[src/rtl/k16_front_panel.sv]
// K16 front panel: synchronized, debounced switches and buttons, command
// code encoder and LED registers behind an 8-word bus window.
module k16_debounce #(
    parameter int W   = 1,
    parameter int DEB = 4
) (
    input  logic         clk,
    input  logic         reset,
    input  logic [W-1:0] raw,
    output logic [W-1:0] deb
);
    localparam int CW = (DEB > 2) ? $clog2(DEB) : 1;
    localparam logic [CW-1:0] CMAX = CW'(DEB - 1);

    logic [W-1:0]  s1;
    logic [W-1:0]  s2;
    logic [W-1:0]  last;
    logic [CW-1:0] cnt;

    // cnt counts cycles s2 has matched its previous value; saturates at CMAX
    always_ff @(posedge clk or posedge reset) begin
        if (reset) begin
            s1   <= '0;
            s2   <= '0;
            last <= '0;
            cnt  <= '0;
            deb  <= '0;
        end else begin
            s1   <= raw;
            s2   <= s1;
            last <= s2;
            if (s2 != last)
                cnt <= '0;
            else if (cnt != CMAX)
                cnt <= cnt + CW'(1);
            if (s2 == last && cnt == CMAX)
                deb <= s2;
        end
    end
endmodule

module k16_front_panel #(
    parameter logic [15:0] BASE_ADDR       = 16'hFFF0,
    parameter int          DEBOUNCE_CYCLES = 50000,
    parameter int          NUM_BUTTONS     = 9
) (
    input  logic                   clk,
    input  logic                   reset,
    input  logic [15:0]            address,
    input  logic [15:0]            wr_data,
    input  logic                   write,
    output logic [15:0]            rd_data,
    output logic                   hit,
    input  logic [15:0]            sw_addr,
    input  logic [3:0]             sw_reg,
    input  logic [NUM_BUTTONS-1:0] btn,
    input  logic                   btn_stop,
    output logic                   stop,
    output logic [15:0]            led_addr,
    output logic [15:0]            led_data
);
    typedef enum logic [1:0] {
        IDLE,
        HELD,
        RELEASE
    } state_t;

    state_t state;
    state_t state_n;

    logic [19:0]            sw_db;
    logic [NUM_BUTTONS-1:0] btn_db;
    logic                   stop_db;
    logic [15:0]            code;
    logic [15:0]            code_n;
    logic [15:0]            low_code;
    logic                   dec;
    logic [2:0]             off;
    logic [15:0]            rd_n;

    k16_debounce #(.W(20), .DEB(DEBOUNCE_CYCLES)) u_sw (
        .clk   (clk),
        .reset (reset),
        .raw   ({sw_addr, sw_reg}),
        .deb   (sw_db)
    );

    for (genvar g = 0; g < NUM_BUTTONS; g++) begin : g_btn
        k16_debounce #(.W(1), .DEB(DEBOUNCE_CYCLES)) u_btn (
            .clk   (clk),
            .reset (reset),
            .raw   (btn[g]),
            .deb   (btn_db[g])
        );
    end

    k16_debounce #(.W(1), .DEB(DEBOUNCE_CYCLES)) u_stop (
        .clk   (clk),
        .reset (reset),
        .raw   (btn_stop),
        .deb   (stop_db)
    );

    assign stop = stop_db;

    // scanning downward leaves the lowest pressed index in low_code
    always_comb begin
        low_code = '0;
        for (int i = NUM_BUTTONS - 1; i >= 0; i--) begin
            if (btn_db[i])
                low_code = 16'(i + 1);
        end
    end

    always_comb begin
        state_n = state;
        code_n  = code;
        unique case (state)
            IDLE: begin
                code_n = '0;
                if (|btn_db) begin
                    code_n  = low_code;
                    state_n = HELD;
                end
            end
            HELD: begin
                if (!(|btn_db)) begin
                    code_n  = '0;
                    state_n = RELEASE;
                end
            end
            RELEASE: begin
                code_n  = '0;
                state_n = IDLE;
            end
            default: begin
                code_n  = '0;
                state_n = IDLE;
            end
        endcase
    end

    always_ff @(posedge clk or posedge reset) begin
        if (reset) begin
            state <= IDLE;
            code  <= '0;
        end else begin
            state <= state_n;
            code  <= code_n;
        end
    end

    assign dec = (address[15:3] == BASE_ADDR[15:3]);
    assign off = address[2:0];

    always_comb begin
        rd_n = '0;
        unique case (off)
            3'd0: rd_n = sw_db[19:4];
            3'd1: rd_n = code;
            3'd2: rd_n = {12'b0, sw_db[3:0]};
            3'd3: rd_n = led_addr;
            3'd4: rd_n = led_data;
            3'd5: rd_n = {14'b0, stop_db, state != IDLE};
            default: rd_n = '0;
        endcase
    end

    // read mux sees pre-write LED values, so same-cycle reads return old data
    always_ff @(posedge clk or posedge reset) begin
        if (reset) begin
            rd_data  <= '0;
            hit      <= 1'b0;
            led_addr <= '0;
            led_data <= '0;
        end else begin
            hit     <= dec;
            rd_data <= dec ? rd_n : 16'h0000;
            if (write && dec && off == 3'd3)
                led_addr <= wr_data;
            if (write && dec && off == 3'd4)
                led_data <= wr_data;
        end
    end
endmodule

[config.mk]
export PLATFORM = sky130hd
export DESIGN_NAME = k16_front_panel
export DESIGN_NICKNAME = d
export VERILOG_FILES = /design/src/rtl/k16_front_panel.sv
export SDC_FILE = /design/constraint.sdc
export NUM_CORES = 1
export LEC_CHECK = 0
export CORE_UTILIZATION = 25
export DETAILED_ROUTE_END_ITERATION = 10
export GPL_TIMING_DRIVEN = 0
export PLACE_DENSITY = 0.51
export SETUP_SLACK_MARGIN = 0.05
export SLEW_MARGIN = 20
export SYNTH_ARGS = -nofsm -noshare
export SYNTH_HDL_FRONTEND = slang
export SYNTH_SLANG_ARGS = --single-unit
[constraint.sdc]
create_clock -name clk -period 25.9 [get_ports clk]
set_input_delay 3.885 -clock clk [delete_from_list [all_inputs] [get_ports clk]]
set_output_delay 3.885 -clock clk [all_outputs]
set_load 0.05 [all_outputs]
==> results of run 1 <==
-- where the power goes --
part           leakage, nW  total [mW]  internal, mW  switching [mW]
Combinational         2.43      0.0563        0.0229          0.0334
Clock                0.624       0.546         0.321           0.225
Sequential            4.67       0.577         0.563          0.0135
Total                 7.72        1.18         0.907           0.272
-- metrics by stage --
stage / utilization [%] / setup WS, ns / instance area, um2 / power [mW] / hold WS [ns]
6_report: 31.5 / 20.18 / 18300 / 1.18 / 0.346
5_1_grt: 31.5 / 20.03 / 18300 / 1.23 / 0.350
4_1_cts: 31.5 / 20.15 / 18300 / 1.20 / 0.347
3_5_place_dp: 29.3 / 19.62 / 17000 / 0.645 / 0.335
3_3_place_gp: 29.1 / 7.70 / 16900 / 0.642 / 0.333
2_1_floorplan: - / 12.28 / 14800 / 0.618 / 0.331
-- state kept, by name, summed over array words and instances, names as in the netlist, 4 cells and up --
| name | count |
|---|---|
| u_sw.s1 | 20 |
| u_sw.cnt | 16 |
| g_btn.u_btn.cnt | 144 |
| led_addr | 16 |
| u_sw.last | 20 |
| g_btn.u_btn.s2 | 9 |
| g_btn.u_btn.deb | 9 |
| u_sw.deb | 20 |
| rd_data | 16 |
| u_sw.s2 | 20 |
| code | 4 |
| u_stop.cnt | 16 |
| led_data | 16 |
| g_btn.u_btn.last | 9 |
| g_btn.u_btn.s1 | 9 |
-- cells in the mapped netlist (4+ instances only) --
master	n
sky130_fd_sc_hd__mux2i_1	15
sky130_fd_sc_hd__o21ai_0	37
sky130_fd_sc_hd__nand2b_1	8
sky130_fd_sc_hd__nor3b_1	6
sky130_fd_sc_hd__and4_1	13
sky130_fd_sc_hd__a21oi_1	48
sky130_fd_sc_hd__nand3_1	59
sky130_fd_sc_hd__nand4_1	40
sky130_fd_sc_hd__inv_1	19
sky130_fd_sc_hd__dfrtp_1	351
sky130_fd_sc_hd__buf_2	7
sky130_fd_sc_hd__xor2_1	88
sky130_fd_sc_hd__xnor2_1	77
sky130_fd_sc_hd__mux2_2	52
sky130_fd_sc_hd__a31oi_1	4
sky130_fd_sc_hd__ha_1	11
sky130_fd_sc_hd__nor4b_1	14
sky130_fd_sc_hd__a22oi_1	12
sky130_fd_sc_hd__nor2_1	210
sky130_fd_sc_hd__nor4_1	22
sky130_fd_sc_hd__nor3_1	23
sky130_fd_sc_hd__nor2b_1	4
sky130_fd_sc_hd__or3_1	17
sky130_fd_sc_hd__and3_1	21
sky130_fd_sc_hd__clkbuf_1	21
sky130_fd_sc_hd__nor4bb_1	13
sky130_fd_sc_hd__nand2_1	82
-- layout make-up --
type	instances	area, um2	area share, %
antenna	2	5.00	0.0274
buffer	29	125	0.684
clock buffer	55	1150	6.29
clock inverter	15	123	0.670
inverter	19	78.8	0.431
multi-input combinational	914	5850	32.0
sequential	351	8780	48.0
tap	765	957	5.23
timing repair buffer	117	1220	6.69
-- worst min-delay path by stage --
stage | from | cells past startpoint | endpoint
6_report | g_btn[0].u_btn.s1 | 0 | g_btn[0].u_btn.s2
5_1_grt | u_sw.s1[9] | 0 | u_sw.s2[9]
4_1_cts | g_btn[0].u_btn.s1 | 0 | g_btn[0].u_btn.s2
3_5_place_dp | g_btn[0].u_btn.s1 | 0 | g_btn[0].u_btn.s2
3_3_place_gp | u_sw.s1[11] | 0 | u_sw.s2[11]
2_1_floorplan | g_btn[0].u_btn.s1 | 0 | g_btn[0].u_btn.s2
-- kinds of logic (layout without fill, tap and decap cells) --
group	Yosys count	count (layout)	share of synthesized area (%)
flip-flops	351	351	59.2
AND/OR/NAND/NOR	557	557	19.2
other	0	2	0
XOR/XNOR	165	165	9.75
buffers and inverters	48	235	1.32
AO/OA/AOI/OAI	112	112	4.28
adder cells (fa/ha/maj)	11	11	0.928
multiplexers	69	69	5.27
-- per-layer routing --
metal  up-vias  part of all wire [%]
li1       4893                     -
met4         0                   1.6
met3        44                   4.5
met1      4909                    49
met2       176                    44
met5         -                     0
==> impl_metrics.json, run 1 <==
{
  "largest_net_degree_at_the_start_of_global_routing": 103,
  "cell_by_cell_listing_of_the_critical_path": "clkdlybuf4s50_1",
  "synth_top_cells_by_area": "sky130_fd_sc_hd__dfrtp_1, sky130_fd_sc_hd__nor2_1, sky130_fd_sc_hd__xor2_1",
  "top_usage_layer": "met2",
  "wp_data_arrival_ns": 1.83,
  "ys_ff_latch": 351,
  "post-cts-setup-buffers": 0,
  "dp.cells": 2195,
  "cts_resized": 0,
  "synthFlopType": "sky130_fd_sc_hd__dfrtp_1",
  "syn_area_mm2": 0.0148,
  "final_common_cell": "sky130_fd_sc_hd__dfrtp_1",
  "number_of_buffers_inserted_during_clock_tree_synthesis": 40,
  "rows": 88,
  "timing.critical_path.buf_inv": 1,
  "setup_violations": 0,
  "synth.distinct_cells": 54,
  "clkSinkCount": 351,
  "reg_to_reg_critical_path_endpoint": "g_btn[6].u_btn.deb",
  "clockBufferDepth": 3,
  "synthToLayoutAreaGrowth_pct": 23.4,
  "synth-warning-count": 0,
  "die_height_um": 246,
  "setup.worst_path.end": "stop",
  "synth.net_count": 1389,
  "cts_hold_buffers": 0,
  "cp_data_required_time_ns": 22.01,
  "cts_max_level": 2,
  "clock_tree_from_tritoncts": "built",
  "biggest_area_consumer_among_synthesized_cells": "sky130_fd_sc_hd__dfrtp_1",
  "io-pin-count": 115,
  "reg2regPathDepth": 6,
  "drive_above_1_share_pct": 9.33,
  "routed-via-count": 10000,
  "relSlewSlack_pct": 36.8,
  "max_slew.worst_pin.slew_ns": 0.939,
  "route.antenna.remaining_nets": 0,
  "placeableCoreArea_mm2": 0.0581,
  "syn_inst": 1313,
  "irDropWorstVdd_uv": 38.5,
  "dieWidth_um": 246,
  "synth_edf_count": 0,
  "synth_top_area_share_pct": 59.2,
  "number_of_antenna_violations_at_the_first_check_in_global_routing": 1,
  "power_leakage_nw": 7.72,
  "setup_repair_after_global_routing_missed_its_margin": "no",
  "run_status": "complete, no violations",
  "finish.net_count": 1548,
  "r2r_start": "g_btn[6].u_btn.cnt[0]",
  "detail_route.wl_per_cell_um": 14.1,
  "clock_skew_ns": 0.0224,
  "setup-tns-final_ns": 0,
  "gr-usage-met1_pct": 15.1,
  "final_period_minus_worst_setup_slack_ns": 5.72,
  "hold_class": "reg -> reg",
  "startpoint": "u_stop.deb",
  "globalRouteOverflowTotal": 0,
  "global_route_wire_length_before_repair_um": 53400,
  "root_buffer": "sky130_fd_sc_hd__clkbuf_16",
  "timing.setup.critical_path_class": "reg -> out",
  "first_global_vias": 10000,
  "track_usage_pct": 10.8,
  "fin_cells": 2267,
  "overall_die_area_mm2": 0.0603,
  "detail_route.drc_violations": 0,
  "clk_transition_reported_paths_ns": 0.06,
  "final_period_utilization_pct": 22.1,
  "critPathMaxFanout": 4,
  "cap_violations": 0,
  "postSynthAreaPerCell_um2": 11.3,
  "critical-path-max-stage-delay_ns": 0.85,
  "worst-r2r-setup-slack_ns": 23.72,
  "layout.cells.most_common_list": "sky130_fd_sc_hd__dfrtp_1, sky130_fd_sc_hd__nor2_1, sky130_fd_sc_hd__clkdlybuf4s50_1, sky130_fd_sc_hd__xor2_1, sky130_fd_sc_hd__nand2_1",
  "vias_per_cell": 4.42,
  "place.gp.congestion": 0.780,
  "cp-end-kind": "output port",
  "insertion_delay_ns": 0.55,
  "fillers": 5914,
  "fmax_mhz": 175,
  "worst_path_dominant_cell_family": "buffers and inverters",
  "power_density_mw_per_mm2": 64.4,
  "timing.critical_path.slowest_stage_cell": "sky130_fd_sc_hd__clkdlybuf4s50_1",
  "start_kind": "flop",
  "finalMaxSlewViolations": 0,
  "asyncSetResetFlopFracSynth_pct": 100,
  "start_util_pct": 25.5,
  "hold_violations": 0,
  "drtIter0Drc": 526,
  "yosysSeqAreaShare_pct": 59.2,
  "detailedRoute.firstPassIterationCount": 4,
  "grt_util_met2_pct": 16.9,
  "buffer_ports.inserted": 114,
  "dp_hpwl_um": 22300,
  "detail_route.wirelength_um": 32000,
  "total_stage_count_of_the_critical_path": 1,
  "groute.layer.met3.usage_pct": 2.30
}
No activity file was read; power rests on OpenSTA's default activity.
==> run 2: changes to the inputs <==
Clock period 25.9 ns to 5.4 ns, I/O delays scaled along.
==> impl_metrics.json, run 2 (synthesis gave the netlist of run 1 again) <==
{
  "run_status": "complete, no violations",
  "detailedRoute.firstPassIterationCount": 4,
  "io-pin-count": 115,
  "first_global_vias": 10200,
  "clkSinkCount": 351,
  "start_kind": "flop",
  "global_route_wire_length_before_repair_um": 53900,
  "critPathMaxFanout": 3,
  "finalHoldWorstSlack_ns": 0.344,
  "dieWidth_um": 246,
  "overall_die_area_mm2": 0.0603,
  "clock_skew_ns": 0.0327,
  "start_util_pct": 25.5,
  "cp-end-kind": "output port",
  "clock_tree_from_tritoncts": "built",
  "setup_repair_after_global_routing_missed_its_margin": "no",
  "critical-path-max-stage-delay_ns": 0.89,
  "die_height_um": 246,
  "timing.critical_path.slowest_stage_cell": "sky130_fd_sc_hd__clkdlybuf4s50_1",
  "number_of_buffers_inserted_during_clock_tree_synthesis": 40,
  "power_leakage_nw": 7.81,
  "detail_route.wl_per_cell_um": 14.3,
  "drive_above_1_share_pct": 9.87,
  "cts_max_level": 2,
  "setup_violations": 0,
  "multi_input_comb_area_mm2": 0.00585,
  "insertion_delay_ns": 0.55,
  "track_usage_pct": 10.9,
  "place.gp.congestion": 0.785,
  "registers.top_by_ff_count": "g_btn.u_btn.cnt",
  "cap_violations": 0,
  "final_period_minus_worst_setup_slack_ns": 2.68,
  "final_period_utilization_pct": 49.6,
  "cp_data_required_time_ns": 4.59,
  "route.antenna.remaining_nets": 0,
  "final_common_cell": "sky130_fd_sc_hd__dfrtp_1",
  "timing.setup.critical_path_class": "reg -> out",
  "wp_data_arrival_ns": 1.87,
  "worst_path_dominant_cell_family": "buffers and inverters",
  "antenna_diode_count": 0,
  "layout.cells.most_common_list": "sky130_fd_sc_hd__dfrtp_1, sky130_fd_sc_hd__nor2_1, sky130_fd_sc_hd__clkdlybuf4s50_1, sky130_fd_sc_hd__xor2_1, sky130_fd_sc_hd__nand2_1",
  "vias_per_cell": 4.44,
  "detail_route.wirelength_um": 32400,
  "root_buffer": "sky130_fd_sc_hd__clkbuf_16",
  "seq_area_mm2": 0.00878,
  "clockBufferDepth": 3,
  "largest_reg_flops": 144,
  "globalRouteOverflowTotal": 0,
  "rows": 88,
  "synthToLayoutAreaGrowth_pct": 24.7,
  "hold_class": "reg -> reg",
  "placeableCoreArea_mm2": 0.0581,
  "clk_transition_reported_paths_ns": 0.06,
  "cell_by_cell_listing_of_the_critical_path": "clkdlybuf4s50_1",
  "timing.critical_path.buf_inv": 1,
  "number_of_antenna_violations_at_the_first_check_in_global_routing": 1,
  "post-cts-setup-buffers": 0,
  "drtIter0Drc": 439,
  "power_density_mw_per_mm2": 312,
  "post-layout-total-power_mw": 5.77,
  "finalMaxSlewViolations": 0,
  "fmax_mhz": 374,
  "detail_route.drc_violations": 0,
  "routed-via-count": 10100,
  "max_slew.worst_pin.slew_ns": 0.971,
  "cts_resized": 0,
  "largest_net_degree_at_the_start_of_global_routing": 34,
  "relSlewSlack_pct": 34.7,
  "buffer_ports.inserted": 114,
  "dp_hpwl_um": 23200,
  "hold_violations": 0,
  "fillers": 5918,
  "finish.net_count": 1556,
  "irDropWorstVdd_uv": 199,
  "cts_hold_buffers": 0
}
## run 2: changes by cell type in the layout (fill, tap and decap cells not counted), sizes merged
cell and change:
buf +8, bufinv +1, clkbuf +5, clkinv -6
clkinvlp +1, diode -2
## run 2: layout make-up
type / count / area share [%]
clock inverter: 11 / 0.690
inverter: 19 / 0.406
sequential: 351 / 47.5
timing repair buffer: 125 / 7.36
multi-input combinational: 914 / 31.6
buffer: 29 / 0.677
tap: 765 / 5.18
clock buffer: 60 / 6.53
## run 2: power breakdown
part           total, mW  switching, mW  internal, mW
sequential          2.77         0.0646          2.70
combinational      0.284          0.164         0.120
clock               2.72           1.08          1.64
total               5.77           1.31          4.47
## run 2: path summary, 6_finish.rpt
path	depth (start not counted)	to	slack [ns]	start
setup reg to reg	6	g_btn[6].u_btn.deb	3.22	g_btn[6].u_btn.cnt[0]
max in group asynchronous	6	g_btn[7].u_btn.s2	3.37	reset
hold reg to reg	0	u_sw.s2[12]	0.34	u_sw.s1[12]
min in group asynchronous	2	u_stop.cnt[7]	0.69	reset
hold / removal	0	u_sw.s2[12]	0.34	u_sw.s1[12]
setup / recovery	1	led_addr[0]	2.72	led_addr[0]
## run 2: through the flow
| step | utilization (%) | TNS (ns) | std cells | setup WS, ns | instance area [um2] |
|---|---|---|---|---|---|
| floorplan | - | -38.75 | 1313 | -0.110 | 14800 |
| global placement | 29.1 | -935.84 | 2192 | -2.70 | 16900 |
| detailed placement | 29.5 | 0 | 2203 | 2.14 | 17200 |
| CTS | 31.8 | 0 | 2274 | 2.64 | 18500 |
| global route | 31.8 | 0 | 2274 | 2.62 | 18500 |
| finish | 31.8 | 0 | 2274 | 2.72 | 18500 |
## run 2: per-layer routing
layer / GRT usage (%) / up-vias / wire length [um]
met3: 2.04 / 49 / 1500
li1: - / 4884 / -
met1: 14.9 / 4974 / 15600
met2: 17.1 / 194 / 14600
met4: 3.65 / 0 / 783
met5: 0 / - / 0
==> run 3: changes to the inputs <==
Clock period 5.4 ns to 2.8 ns, I/O delays scaled along.
==> results of run 3 <==
The final DEF is identical to that of run 2. Status: complete, no violations.
Among the figures that moved: setup slack after placement 2.14 ns -> -0.0670 ns; setup slack after layout 2.72 ns -> 0.513 ns; hold slack 0.344 ns -> 0.299 ns; register-to-register setup slack 3.22 ns -> 0.62 ns; total power 5.77 mW -> 11.1 mW; worst IR drop on VDD 199 uV -> 384 uV
